===== src/rtl/register_write_scheduler_if.sv =====
// Register-file write port bundle: EU and MEM request channels plus the
// scheduled write port and pending/idle status seen by operand fetch.
interface register_write_scheduler_if #(
  parameter int NUM_REGISTERS = 8
);
  localparam int W = $clog2(NUM_REGISTERS);

  logic                     eu_valid;
  logic                     eu_ready;
  logic                     eu_dual;
  logic [W-1:0]             eu_id0;
  logic [W-1:0]             eu_id1;
  logic [15:0]              eu_data0;
  logic [15:0]              eu_data1;

  logic                     mem_valid;
  logic                     mem_ready;
  logic [W-1:0]             mem_id;
  logic [15:0]              mem_data;

  logic                     we;
  logic [W-1:0]             write_id;
  logic [15:0]              write_data;
  logic [NUM_REGISTERS-1:0] pending;
  logic                     idle;

  modport master (
    output eu_valid, eu_dual, eu_id0, eu_id1, eu_data0, eu_data1,
    output mem_valid, mem_id, mem_data,
    input  eu_ready, mem_ready,
    input  we, write_id, write_data, pending, idle
  );

  modport slave (
    input  eu_valid, eu_dual, eu_id0, eu_id1, eu_data0, eu_data1,
    input  mem_valid, mem_id, mem_data,
    output eu_ready, mem_ready,
    output we, write_id, write_data, pending, idle
  );
endinterface


===== src/rtl/register_write_scheduler.sv =====
// Arbitrates EU and MEM writes onto the single register-file write port,
// splitting EU dual writes into two consecutive port writes.
module register_write_scheduler #(
  parameter int NUM_REGISTERS = 8
) (
  input  logic                          clk,
  input  logic                          reset,
  register_write_scheduler_if.slave     bus
);
  localparam int W = $clog2(NUM_REGISTERS);

  typedef enum logic [0:0] {
    S_IDLE   = 1'b0,
    S_SECOND = 1'b1
  } state_t;

  typedef enum logic [0:0] {
    PRIO_EU  = 1'b0,
    PRIO_MEM = 1'b1
  } prio_t;

  state_t                   state_r;
  prio_t                    prio_r;
  logic                     we_r;
  logic [W-1:0]             write_id_r;
  logic [15:0]              write_data_r;
  logic [W-1:0]             hold_id_r;
  logic [15:0]              hold_data_r;

  logic                     eu_ready_s;
  logic                     mem_ready_s;
  logic                     eu_accept_s;
  logic                     mem_accept_s;
  logic [NUM_REGISTERS-1:0] pending_s;

  function automatic logic [NUM_REGISTERS-1:0] onehot(input logic [W-1:0] id);
    logic [NUM_REGISTERS-1:0] v;
    v     = {NUM_REGISTERS{1'b0}};
    v[id] = 1'b1;
    return v;
  endfunction

  // Handshake readies: the prio flag only matters when both sides request.
  always_comb begin
    eu_ready_s  = 1'b0;
    mem_ready_s = 1'b0;
    if (reset && (state_r == S_IDLE)) begin
      eu_ready_s  = !bus.mem_valid || (prio_r == PRIO_EU);
      mem_ready_s = !bus.eu_valid  || (prio_r == PRIO_MEM);
    end else begin
      eu_ready_s  = 1'b0;
      mem_ready_s = 1'b0;
    end
  end

  assign eu_accept_s  = bus.eu_valid  && eu_ready_s;
  assign mem_accept_s = bus.mem_valid && mem_ready_s;

  // Scheduler FSM and registered write port.
  always_ff @(posedge clk) begin
    if (!reset) begin
      state_r      <= S_IDLE;
      prio_r       <= PRIO_EU;
      we_r         <= 1'b0;
      write_id_r   <= {W{1'b0}};
      write_data_r <= 16'h0000;
      hold_id_r    <= {W{1'b0}};
      hold_data_r  <= 16'h0000;
    end else begin
      case (state_r)
        S_IDLE: begin
          if (eu_accept_s) begin
            we_r         <= 1'b1;
            write_id_r   <= bus.eu_id0;
            write_data_r <= bus.eu_data0;
            prio_r       <= PRIO_MEM;
            if (bus.eu_dual) begin
              hold_id_r   <= bus.eu_id1;
              hold_data_r <= bus.eu_data1;
              state_r     <= S_SECOND;
            end else begin
              state_r     <= S_IDLE;
            end
          end else if (mem_accept_s) begin
            we_r         <= 1'b1;
            write_id_r   <= bus.mem_id;
            write_data_r <= bus.mem_data;
            prio_r       <= PRIO_EU;
          end else begin
            we_r         <= 1'b0;
          end
        end
        S_SECOND: begin
          we_r         <= 1'b1;
          write_id_r   <= hold_id_r;
          write_data_r <= hold_data_r;
          state_r      <= S_IDLE;
        end
        default: begin
          we_r    <= 1'b0;
          state_r <= S_IDLE;
        end
      endcase
    end
  end

  // Registers still owed a write: the one on the port plus the held half.
  always_comb begin
    pending_s = {NUM_REGISTERS{1'b0}};
    if (we_r) begin
      pending_s = onehot(write_id_r);
    end else begin
      pending_s = {NUM_REGISTERS{1'b0}};
    end
    if (state_r == S_SECOND) begin
      pending_s = pending_s | onehot(hold_id_r);
    end else begin
      pending_s = pending_s;
    end
  end

  assign bus.eu_ready   = eu_ready_s;
  assign bus.mem_ready  = mem_ready_s;
  assign bus.we         = we_r;
  assign bus.write_id   = write_id_r;
  assign bus.write_data = write_data_r;
  assign bus.pending    = pending_s;
  assign bus.idle       = (state_r == S_IDLE) && !we_r;

endmodule


===== src/flat_wrapper.sv =====
// flat-port wrapper written by rule: the top's interface ports become plain ports
module register_write_scheduler_flat 
#(
  parameter int NUM_REGISTERS = 8
)
  (clk, reset, bus_eu_valid, bus_eu_dual, bus_eu_id0, bus_eu_id1, bus_eu_data0, bus_eu_data1, bus_mem_valid, bus_mem_id, bus_mem_data, bus_eu_ready, bus_mem_ready, bus_we, bus_write_id, bus_write_data, bus_pending, bus_idle);
  register_write_scheduler_if #(.NUM_REGISTERS(NUM_REGISTERS)) bus_i ();
  input  logic clk;
  input  logic reset;
  input wire logic [$bits(bus_i.eu_valid)-1:0] bus_eu_valid;
  input wire logic [$bits(bus_i.eu_dual)-1:0] bus_eu_dual;
  input wire logic [$bits(bus_i.eu_id0)-1:0] bus_eu_id0;
  input wire logic [$bits(bus_i.eu_id1)-1:0] bus_eu_id1;
  input wire logic [$bits(bus_i.eu_data0)-1:0] bus_eu_data0;
  input wire logic [$bits(bus_i.eu_data1)-1:0] bus_eu_data1;
  input wire logic [$bits(bus_i.mem_valid)-1:0] bus_mem_valid;
  input wire logic [$bits(bus_i.mem_id)-1:0] bus_mem_id;
  input wire logic [$bits(bus_i.mem_data)-1:0] bus_mem_data;
  output wire logic [$bits(bus_i.eu_ready)-1:0] bus_eu_ready;
  output wire logic [$bits(bus_i.mem_ready)-1:0] bus_mem_ready;
  output wire logic [$bits(bus_i.we)-1:0] bus_we;
  output wire logic [$bits(bus_i.write_id)-1:0] bus_write_id;
  output wire logic [$bits(bus_i.write_data)-1:0] bus_write_data;
  output wire logic [$bits(bus_i.pending)-1:0] bus_pending;
  output wire logic [$bits(bus_i.idle)-1:0] bus_idle;
  assign bus_i.eu_valid = bus_eu_valid;
  assign bus_i.eu_dual = bus_eu_dual;
  assign bus_i.eu_id0 = bus_eu_id0;
  assign bus_i.eu_id1 = bus_eu_id1;
  assign bus_i.eu_data0 = bus_eu_data0;
  assign bus_i.eu_data1 = bus_eu_data1;
  assign bus_i.mem_valid = bus_mem_valid;
  assign bus_i.mem_id = bus_mem_id;
  assign bus_i.mem_data = bus_mem_data;
  assign bus_eu_ready = bus_i.eu_ready;
  assign bus_mem_ready = bus_i.mem_ready;
  assign bus_we = bus_i.we;
  assign bus_write_id = bus_i.write_id;
  assign bus_write_data = bus_i.write_data;
  assign bus_pending = bus_i.pending;
  assign bus_idle = bus_i.idle;
  register_write_scheduler #(.NUM_REGISTERS(NUM_REGISTERS)) u_core (.clk(clk), .reset(reset), .bus(bus_i));
endmodule

===== config.mk =====
export PLATFORM = sky130hd
export DESIGN_NAME = register_write_scheduler_flat
export DESIGN_NICKNAME = d
export VERILOG_FILES = /design/src/rtl/register_write_scheduler_if.sv /design/src/rtl/register_write_scheduler.sv /design/src/flat_wrapper.sv
export SDC_FILE = /design/constraint.sdc
export NUM_CORES = 1
export LEC_CHECK = 0
export BUFFER_PORTS_ARGS = -buffer_cell sky130_fd_sc_hd__buf_2
export CAP_MARGIN = 20
export CORE_MARGIN = 1
export CORE_UTILIZATION = 40
export DETAILED_ROUTE_END_ITERATION = 10
export GPL_TIMING_DRIVEN = 0
export PLACE_DENSITY = 0.71
export SYNTH_ARGS = -nofsm -noshare
export SYNTH_HDL_FRONTEND = slang
export SYNTH_SLANG_ARGS = --single-unit
export TNS_END_PERCENT = 100

===== constraint.sdc =====
create_clock -name clk -period 1.9 [get_ports clk]
set_input_delay 0.285 -clock clk [delete_from_list [all_inputs] [get_ports clk]]
set_output_delay 0.285 -clock clk [all_outputs]
set_load 0.05 [all_outputs]

==> summary.txt <==
overall global routing resource usage: 0.213
Worst Reg2Reg Path Length in Cells: 4
arrival time at the worst endpoint: 1430 ps
number of failing hold endpoints at the final stage: 0
post-synth design cell area: 1960 um^2
routed wire length: 5380 um
clock buffers created by TritonCTS: 5
final core utilization: 0.552
clk root buf: sky130_fd_sc_hd__clkbuf_8
number of hold buffers added after cts: 0
row count: 25
cell area after placement: 2500 um^2
TritonCTS clock tree: yes
timing endpoint of the critical path: bus_pending[1]
final estimated routing congestion in global placement: 0.795
total number of yosys warnings: 0
slew at the pin closest to its max-slew limit: 498 ps
post-route cell area: 2610 um^2
Die Span X: 71.9 um
gate count of the mapped netlist: 236
largest buffer count on any clock path: 2
required time at the endpoint of the critical path: 1620 ps
vias in the first global route: 1939
Diodes inserted: 0
port buffer count: 90
reported max-cap violation count: 0
Initial Utilization: 0.414
net count after synthesis: 298
synthesized flop and latch total: 41
total power draw: 2.01 mW
setup repair after global routing missed its margin: no
share of cells above drive strength 1: 0.352
antenna viol nets, final: 0
Max Slew Vio Count: 0
Worst slew margin: 0.668
setup TNS after final layout: 0 ps
area growth from synthesis to layout: 33.4%
Resize count post-CTS: 7
worst setup path category: flop to output pin
first-pass GRT wire length: 8710 um
DRC viols: 0
mean number of vias per cell: 5.05
per-instance average area after synthesis: 8.29 um^2
maximum resistive drop on vdd: 0.460 mV
cells along the critical path: buf_6 -> nand2_1 -> o32ai_2 -> buf_2
buffers inserted during post-CTS setup optimization: 0
Critical Path Source Type: flop
first element of the critical path: u_core.state_r$_SDFF_PP0_
clock skew: 3.50 ps
final clock period utilization by the worst path: 0.900
Reg2Reg Capture Point: u_core.bus.write_data[0]$_SDFFE_PN0P_
top-level I/O count: 93
worst-case setup slack after placement: 59.7 ps
grt ovf: 0
largest net degree at the start of global routing: 12
HPWL reported at the end of detailed placement: 3930 um
post-synthesis sequential area ratio: 0.420
number of sinks on the clock net: 41
final std cells w/o fill: 399
number of distinct library cell variants in the gate-level netlist after synthesis: 35
Reg clk slew, reported paths: 70 ps
Std-Cell Core Area: 4720 um^2
flop-to-flop setup slack: 470 ps
final setup vio count: 0
highest net fanout along the worst path: 19
Final nets: 394
Inst Count DP: 393
setup slack after layout: 190 ps
Reg-to-Reg Start: u_core.state_r$_SDFF_PP0_
antenna violations before repair: 0
outcome: finished, final reports clean
slowest cell on the critical path: sky130_fd_sc_hd__dfxtp_4
maximum clock frequency: 0.585 GHz
path class of the lowest-slack min-delay path: input port to flop
leakage power total: 1.14 nW
mean routed wirelength per cell: 13.5 um
largest incremental delay on the critical path: 380 ps
First-pass DRT Iterations: 6
worst hold slack across all endpoints: 192 ps
iteration-0 DRC count of the detailed router: 80
die area: 5170 um^2
final worst path period need: 1710 ps
total number of vias: 2015
insertion delay of the later-clocked pin in the worst-skew pair: 280 ps
P per Cell Area: 772 nW/um^2
Die H: 71.9 um
CP endpoint kind: output pin
maximum level of the CTS H-tree: 2
## registers in the layout (all words and copies together) (netlist names)
name                   cells
u_core.bus.write_data     16
u_core.hold_id_r           3
u_core.bus.write_id        3
u_core.bus.we              1
u_core.hold_data_r        16
u_core.prio_r              1
u_core.state_r             1
## placed cells by master, fill, tap and decap left out, types with 2 or more instances in the layout
cell type / count
sky130_fd_sc_hd__inv_1: 4
sky130_fd_sc_hd__buf_6: 3
sky130_fd_sc_hd__o21ai_1: 3
sky130_fd_sc_hd__a21oi_1: 2
sky130_fd_sc_hd__nand3b_1: 13
sky130_fd_sc_hd__nand3_1: 2
sky130_fd_sc_hd__clkbuf_8: 6
sky130_fd_sc_hd__clkbuf_1: 5
sky130_fd_sc_hd__mux2i_1: 5
sky130_fd_sc_hd__nor2_1: 4
sky130_fd_sc_hd__a221o_1: 13
sky130_fd_sc_hd__o32ai_2: 2
sky130_fd_sc_hd__nand2b_1: 5
sky130_fd_sc_hd__a21boi_0: 13
sky130_fd_sc_hd__nand2_1: 66
sky130_fd_sc_hd__buf_2: 91
sky130_fd_sc_hd__buf_4: 6
sky130_fd_sc_hd__o2bb2ai_1: 5
sky130_fd_sc_hd__o22ai_1: 6
sky130_fd_sc_hd__o21ai_0: 21
sky130_fd_sc_hd__dfxtp_1: 40
## area by class of cell
class,count,area [um^2]
Fill cell,474,2110
Multi-Input combinational cell,174,1040
Sequential cell,41,825
Timing Repair Buffer,90,463
Buffer,16,98.8
Clock buffer,7,86.3
Tap cell,67,83.8
Inverter,4,15.0
## worst max-delay path: cells and delay by family, from the launching register on
| kind | cells | cell delay, ps |
|---|---|---|
| buffers and inverters | 2 | 490 |
| flip-flops | 1 | 380 |
| AO/OA/AOI/OAI | 1 | 130 |
| AND/OR/NAND/NOR | 1 | 140 |
## worst min-delay path by stage
stage / startpoint / endpoint / slack [ps] / depth (start not counted)
after floorplan: bus_eu_data1[0] / u_core.hold_data_r[0]$_SDFFE_PN0P_ / 390 / 2
after global placement: u_core.hold_data_r[12]$_SDFFE_PN0P_ / u_core.hold_data_r[12]$_SDFFE_PN0P_ / 440 / 2
after detailed placement: u_core.hold_data_r[7]$_SDFFE_PN0P_ / u_core.hold_data_r[7]$_SDFFE_PN0P_ / 450 / 2
after CTS: bus_eu_data1[8] / u_core.hold_data_r[8]$_SDFFE_PN0P_ / 190 / 3
after global routing: bus_eu_data1[8] / u_core.hold_data_r[8]$_SDFFE_PN0P_ / 200 / 3
final: bus_eu_data1[11] / u_core.hold_data_r[11]$_SDFFE_PN0P_ / 190 / 3
## cells in the mapped netlist
| library cell | number | area (um^2) |
|---|---|---|
| sky130_fd_sc_hd__a21bo_2 | 1 | 10.0 |
| sky130_fd_sc_hd__a21boi_0 | 13 | 97.6 |
| sky130_fd_sc_hd__a21boi_1 | 1 | 7.51 |
| sky130_fd_sc_hd__a21oi_1 | 2 | 10.0 |
| sky130_fd_sc_hd__a221o_1 | 13 | 130 |
| sky130_fd_sc_hd__a311oi_1 | 1 | 8.76 |
| sky130_fd_sc_hd__and2_4 | 1 | 8.76 |
| sky130_fd_sc_hd__and2b_1 | 1 | 7.51 |
| sky130_fd_sc_hd__buf_2 | 8 | 40.0 |
| sky130_fd_sc_hd__buf_4 | 2 | 15.0 |
| sky130_fd_sc_hd__buf_6 | 2 | 22.5 |
| sky130_fd_sc_hd__clkbuf_1 | 4 | 15.0 |
| sky130_fd_sc_hd__clkbuf_2 | 1 | 5.00 |
| sky130_fd_sc_hd__dfxtp_1 | 41 | 821 |
| sky130_fd_sc_hd__inv_1 | 4 | 15.0 |
| sky130_fd_sc_hd__mux2i_1 | 5 | 50.1 |
| sky130_fd_sc_hd__nand2_1 | 66 | 248 |
| sky130_fd_sc_hd__nand2b_1 | 5 | 31.3 |
| sky130_fd_sc_hd__nand2b_2 | 1 | 8.76 |
| sky130_fd_sc_hd__nand3_1 | 2 | 10.0 |
| sky130_fd_sc_hd__nand3b_1 | 13 | 97.6 |
| sky130_fd_sc_hd__nor2_1 | 4 | 15.0 |
| sky130_fd_sc_hd__nor2_4 | 1 | 11.3 |
| sky130_fd_sc_hd__nor3_1 | 1 | 5.00 |
| sky130_fd_sc_hd__nor3_2 | 1 | 10.0 |
| sky130_fd_sc_hd__nor3b_1 | 1 | 7.51 |
| sky130_fd_sc_hd__o21ai_0 | 21 | 105 |
| sky130_fd_sc_hd__o21ai_1 | 3 | 15.0 |
| sky130_fd_sc_hd__o22ai_1 | 6 | 37.5 |
| sky130_fd_sc_hd__o2bb2ai_1 | 5 | 43.8 |
| sky130_fd_sc_hd__o31a_1 | 1 | 8.76 |
| sky130_fd_sc_hd__o32ai_1 | 2 | 17.5 |
| sky130_fd_sc_hd__or2_1 | 1 | 6.26 |
| sky130_fd_sc_hd__or2_2 | 1 | 6.26 |
| sky130_fd_sc_hd__or4_1 | 1 | 7.51 |
## cells by family after synthesis
group,share of synthesized area
flip-flops,0.420
multiplexers,0.0256
AO/OA/AOI/OAI,0.251
buffers and inverters,0.0576
AND/OR/NAND/NOR,0.246
## per-layer routing
metal	wire length [um]	GRT usage
met5	0	0
met4	13	0.0479
met3	351	0.0542
met2	2570	0.363
met1	2440	0.272
## power by group
part / leakage [nW] / internal, mW / switching (mW) / total [mW]
Clock: 0.0443 / 0.288 / 0.284 / 0.573
Combinational: 0.753 / 0.166 / 0.314 / 0.479
Sequential: 0.338 / 0.919 / 0.0428 / 0.962
Total: 1.14 / 1.37 / 0.640 / 2.01
Note: power is estimated with default switching activity, not from simulation.
